--- config.mk ---
export PLATFORM = sky130hd
export DESIGN_NAME = nand_page_prog_seq
export DESIGN_NICKNAME = d
export VERILOG_FILES = /design/src/rtl/nand_page_prog_seq.sv
export SDC_FILE = /design/constraint.sdc
export NUM_CORES = 1
export LEC_CHECK = 0
export BUFFER_PORTS_ARGS = -buffer_cell sky130_fd_sc_hd__buf_2
export CORE_ASPECT_RATIO = 1.4
export CORE_MARGIN = 10
export CORE_UTILIZATION = 50
export DETAILED_ROUTE_END_ITERATION = 10
export GPL_ROUTABILITY_DRIVEN = 0
export PLACE_DENSITY_LB_ADDON = 0.12
export SLEW_MARGIN = 10
export SYNTH_ARGS = -nofsm -noshare
export SYNTH_HDL_FRONTEND = slang
export SYNTH_SLANG_ARGS = --single-unit
--- constraint.sdc ---
create_clock -name clk -period 5.8 [get_ports clk]
set_input_delay 0.29 -clock clk [delete_from_list [all_inputs] [get_ports clk]]
set_output_delay 0.29 -clock clk [all_outputs]
set_load 0.03 [all_outputs]
--- src/rtl/nand_page_prog_seq.sv ---
// Small-page NAND program sequencer: cmd 00/80, 3 address cycles, PAGE_BYTES data, 10, R/B wait, 70 status read.
// First F_WEN low the cycle after start; a data slot opens only when wr_valid is high, and F_WEN idles high otherwise.
module nand_page_prog_seq #(
  parameter int PAGE_BYTES = 512,
  parameter int WE_LO      = 1,
  parameter int WE_HI      = 1,
  parameter int RE_LO      = 2,
  parameter int TWB        = 8
) (
  input  logic       clk,
  input  logic       rst,
  input  logic       start,
  input  logic [8:0] page,
  input  logic [7:0] wr_data,
  input  logic       wr_valid,
  output logic       wr_ready,
  output logic [7:0] F_IO_OUT,
  output logic       F_IO_OE,
  input  logic [7:0] F_IO_IN,
  output logic       F_CLE,
  output logic       F_ALE,
  output logic       F_WEN,
  output logic       F_REN,
  input  logic       F_RB,
  output logic       busy,
  output logic       done,
  output logic       fail
);

  localparam int SLOT = WE_LO + WE_HI;
  localparam int M1   = (SLOT > TWB) ? SLOT : TWB;
  localparam int CMAX = (M1 > RE_LO + 1) ? M1 : RE_LO + 1;
  localparam int CW   = $clog2(CMAX + 1);
  localparam int BW   = (PAGE_BYTES > 1) ? $clog2(PAGE_BYTES) : 1;

  localparam logic [CW-1:0] WE_LO_C  = CW'(WE_LO);
  localparam logic [CW-1:0] SLOT_END = CW'(SLOT - 1);
  localparam logic [CW-1:0] TWB_END  = CW'(TWB - 1);
  localparam logic [CW-1:0] RE_LO_C  = CW'(RE_LO);
  localparam logic [CW-1:0] RE_LAST  = CW'(RE_LO - 1);
  localparam logic [BW-1:0] BYTE_END = BW'(PAGE_BYTES - 1);

  typedef enum logic [3:0] {
    IDLE, CMD_PTR, CMD_SETUP, ADDR0, ADDR1, ADDR2, DATA,
    CMD_PROG, WAIT_BUSY, WAIT_READY, CMD_STAT, READ_STAT, DONE
  } state_t;

  state_t        state, state_nxt, slot_nxt;
  logic [CW-1:0] cnt, cnt_nxt;
  logic [BW-1:0] byte_cnt, byte_nxt;
  logic [8:0]    page_q;
  logic [7:0]    data_q, slot_io;
  logic          fail_q, slot;

  wire unused_io = &{1'b0, F_IO_IN[7:1]};

  always_ff @(posedge clk or posedge rst) begin
    if (rst) begin
      state    <= IDLE;
      cnt      <= '0;
      byte_cnt <= '0;
      page_q   <= '0;
      data_q   <= '0;
      fail_q   <= 1'b0;
    end else begin
      state    <= state_nxt;
      cnt      <= cnt_nxt;
      byte_cnt <= byte_nxt;
      if (state == IDLE && start) begin
        page_q <= page;
        fail_q <= 1'b0;
      end
      if (wr_ready) data_q <= wr_data;
      if (state == READ_STAT && cnt == RE_LAST) fail_q <= F_IO_IN[0];
    end
  end

  always_comb begin
    state_nxt = state;
    slot_nxt  = state;
    cnt_nxt   = cnt;
    byte_nxt  = byte_cnt;
    slot      = 1'b0;
    slot_io   = 8'h00;
    F_IO_OUT  = 8'h00;
    F_IO_OE   = 1'b0;
    F_CLE     = 1'b0;
    F_ALE     = 1'b0;
    F_WEN     = 1'b1;
    F_REN     = 1'b1;
    wr_ready  = 1'b0;
    done      = 1'b0;
    unique case (state)
      IDLE: if (start) begin
        state_nxt = CMD_PTR;
        cnt_nxt   = '0;
      end
      CMD_PTR:   begin slot = 1'b1; F_CLE = 1'b1; slot_io = 8'h00; slot_nxt = CMD_SETUP; end
      CMD_SETUP: begin slot = 1'b1; F_CLE = 1'b1; slot_io = 8'h80; slot_nxt = ADDR0; end
      ADDR0:     begin slot = 1'b1; F_ALE = 1'b1; slot_io = 8'h00; slot_nxt = ADDR1; end
      ADDR1:     begin slot = 1'b1; F_ALE = 1'b1; slot_io = page_q[7:0]; slot_nxt = ADDR2; end
      ADDR2:     begin slot = 1'b1; F_ALE = 1'b1; slot_io = {7'b0, page_q[8]}; slot_nxt = DATA; end
      // The opening cycle drives wr_data straight through; data_q holds it for the rest of the slot.
      DATA: if (cnt != '0 || wr_valid) begin
        slot     = 1'b1;
        wr_ready = (cnt == '0);
        slot_io  = (cnt == '0) ? wr_data : data_q;
        slot_nxt = (byte_cnt == BYTE_END) ? CMD_PROG : DATA;
      end
      CMD_PROG:  begin slot = 1'b1; F_CLE = 1'b1; slot_io = 8'h10; slot_nxt = WAIT_BUSY; end
      WAIT_BUSY: begin
        if (!F_RB || cnt == TWB_END) begin
          state_nxt = WAIT_READY;
          cnt_nxt   = '0;
        end else begin
          cnt_nxt = cnt + CW'(1);
        end
      end
      WAIT_READY: if (F_RB) state_nxt = CMD_STAT;
      CMD_STAT:  begin slot = 1'b1; F_CLE = 1'b1; slot_io = 8'h70; slot_nxt = READ_STAT; end
      READ_STAT: begin
        F_REN = !(cnt < RE_LO_C);
        if (cnt == RE_LO_C) begin
          state_nxt = DONE;
          cnt_nxt   = '0;
        end else begin
          cnt_nxt = cnt + CW'(1);
        end
      end
      DONE: begin
        done      = 1'b1;
        state_nxt = IDLE;
      end
      default: state_nxt = IDLE;
    endcase
    if (slot) begin
      F_IO_OE  = 1'b1;
      F_IO_OUT = slot_io;
      F_WEN    = !(cnt < WE_LO_C);
      if (cnt == SLOT_END) begin
        cnt_nxt   = '0;
        state_nxt = slot_nxt;
        if (state == DATA) byte_nxt = (byte_cnt == BYTE_END) ? '0 : byte_cnt + BW'(1);
      end else begin
        cnt_nxt = cnt + CW'(1);
      end
    end
  end

  assign busy = (state != IDLE) && (state != DONE);
  assign fail = fail_q;

endmodule

==> flow_summary.yaml <==
status:
  status: "completed"
logic_synthesis:
  synthFlopType: "dfrtp_1"
  synth_top_area_share_pct: 40.58
  synth.distinct_cells: 49
  async_flop_share_pct: 100.0
  yosys_warnings: 0
  syn_inst: 243
  ys_seq_elements: 35
  syn_area_per_cell_um2: 8.882
  ys_seq_area_share_pct: 40.58
  syn-num-nets: 279
  syn_area_um2: 2158
  synth_area_leaders: "dfrtp_1, nand2_1, mux2_2"
  yosysTopAreaCell: "dfrtp_1"
  synth_edf_count: 0
grt:
  gr-total-overflow: 0
  antenna_found_initial: 0
  grt_max_degree: 36
  grt_pass1_vias: 1819
  grt_pass1_wl_um: 8169
  grt_use_total_pct: 13.71
pwr:
  power.density_nw_per_um2: 405.1
  p_leak_nw: 1.175
  vdd_ir_drop_max_mv: 0.2673
  power_mw: 0.9848
layout:
  n_antenna_cell: 0
  layout.cells.non_filler: 323
  final_util_pct: 57.83
  drive_gt1_share_pct: 23.38
  area_delta_synth_final_pct: 12.64
  fin_nets: 313
  nFillCells: 390
sta:
  fin_crit_ns: 2.604
  relSlewSlack_pct: 47.53
  setup_tns_ns: 0
  fmaxAchievable_mhz: 384.0
  rsz0062_at_grt: "no"
  hold_viol_final: 0
  slew_violations: 0
  skew_ns: 0.005628
  tightest_slew_ns: 0.7870
  fin_crit_sh_pct: 44.90
  setup_viol: 0
place:
  dp_hpwl_um: 3597
  placed_cells: 315
  portBuffers: 39
floorplanning:
  num_io_pins: 47
  initial_core_util_pct: 51.34
  die_w_um: 75.53
  die_h_um: 97.74
  std_cell_rows: 28
  dieArea_um2: 7382
  core-area_um2: 4204
worst_hold_path:
  min_path_type: "primary input to asynchronous set/reset pin"
critical_path:
  worstPathRequired_ns: 5.51
  startpoint_type: "register"
  cp-end-kind: "primary output"
  cp.arrival_ns: 2.31
  worstSetupPathType: "register to primary output"
  crit_fanout: 26
clocking:
  clk_pin_slew_ns: 0.07
  htree_levels: 2
  tritoncts: "yes"
  cts.sinks: 35
  cts.hold.buffers_added: 0
  cts-root-buf: "clkbuf_8"
  cts_resized: 0
  cts_setup_buffers: 0
  clock_latency_ns: 0.28
  cts_buffers: 5
  cts.path.max_buffers: 2
drt:
  vias: 1798
  routed_wl_um: 4880
  ant_nets: 0
  wl_per_cell_um: 15.11
  drtPass1Iterations: 4
  route.detailed.drc: 0
  drt_iter0_drc: 178
  vias_per_cell: 5.567
job:
  max_cap_violations: 0
## registers in the layout (all words and copies together), names as in the netlist
register and count:
byte_cnt 9, page_q 9, data_q 8, cnt 4, state 4, fail 1
## through the flow
step / instance area, µm² / hold WS [ns] / setup slack, ns
6_report: 2431 / 0.09478 / 3.196
5_1_grt: 2431 / 0.1302 / 3.024
4_1_cts: 2431 / 0.1108 / 3.208
3_5_place_dp: 2346 / 0.4215 / 3.400
3_3_place_gp: 2346 / 0.4182 / 3.401
2_1_floorplan: 2158 / 0.3954 / 3.627
## where the power goes
part	total, mW	internal [mW]	switching [mW]
Combinational	0.462	0.166	0.297
Sequential	0.350	0.297	0.0532
Clock	0.172	0.0839	0.0884
Total	0.985	0.546	0.438
## path summary, 6_finish.rpt
| path | to | start | slack [ns] | depth (start not counted) |
|---|---|---|---|---|
| min reg2reg | data_q[2] | data_q[2] | 0.48 | 2 |
| min | fail | rst | 0.09 | 3 |
| max | F_IO_OUT[6] | state[0] | 3.20 | 5 |
| min in group clk | fail | F_IO_IN[0] | 0.21 | 3 |
| max in group asynchronous | page_q[4] | rst | 5.38 | 3 |
| max reg2reg | byte_cnt[5] | state[0] | 3.36 | 4 |
## cells by family after synthesis
group | synth area share, %
DFF | 40.58
buffers and inverters | 4.347
and+or+nand+nor | 25.56
AOI/OAI and AO/OA | 18.43
muxes | 7.594
adders and majority gates | 3.478
## cell usage after synthesis, types with 2 or more instances
| cell | number |
|---|---|
| nor2b_1 | 3 |
| buf_2 | 6 |
| a221o_1 | 4 |
| o21ai_0 | 13 |
| nor3_1 | 3 |
| nand2b_1 | 9 |
| o21a_1 | 2 |
| mux2i_1 | 4 |
| o211ai_1 | 3 |
| inv_1 | 5 |
| a21o_1 | 2 |
| nand3b_1 | 4 |
| clkbuf_1 | 4 |
| nor2_1 | 18 |
| a21oi_1 | 9 |
| a22oi_1 | 4 |
| and2_1 | 4 |
| nor2_2 | 2 |
| and3_1 | 3 |
| mux2_1 | 3 |
| o31ai_1 | 2 |
| nand3_1 | 8 |
| buf_6 | 2 |
| a21boi_0 | 2 |
| ha_1 | 6 |
| dfrtp_1 | 35 |
| nand2_1 | 48 |
| mux2_2 | 8 |
| o21ai_1 | 7 |
## worst max-delay path: stages, from the launching register on
cell      delay, ns
dfrtp_1        0.86
and4bb_1       0.30
nand3_2        0.19
inv_2          0.14
a221o_1        0.36
buf_2          0.18
## area by class of cell
class | count | area, µm² | share of cell area, %
Clock inverter | 2 | 12.51 | 0.5147
Tap cell | 45 | 56.30 | 2.316
Sequential cell | 35 | 875.8 | 36.03
Timing Repair Buffer | 40 | 202.7 | 8.338
Multi-Input combinational cell | 189 | 1189 | 48.89
Inverter | 6 | 22.52 | 0.9264
Clock buffer | 6 | 72.57 | 2.985
## cells in the final DEF, fill, tap and decap left out, types with 6 or more instances in the layout
| cell | count |
|---|---|
| o21ai_0 | 13 |
| nand3_1 | 8 |
| ha_1 | 6 |
| o21ai_1 | 7 |
| nand2_1 | 48 |
| a21oi_1 | 9 |
| nor2_1 | 18 |
| buf_2 | 39 |
| mux2_2 | 8 |
| dfrtp_1 | 35 |
| nand2b_1 | 9 |
## per-layer routing
| layer | global-route usage [%] | part of all wire, % | vias to the layer above |
|---|---|---|---|
| li1 | - | - | 923 |
| met1 | 16.45 | 44 | 836 |
| met2 | 22.19 | 50 | 37 |
| met3 | 4.965 | 5.5 | 2 |
| met4 | 3.730 | 0.51 | 0 |
| met5 | 0 | 0 | - |
No activity file was read; power rests on OpenSTA's default activity.
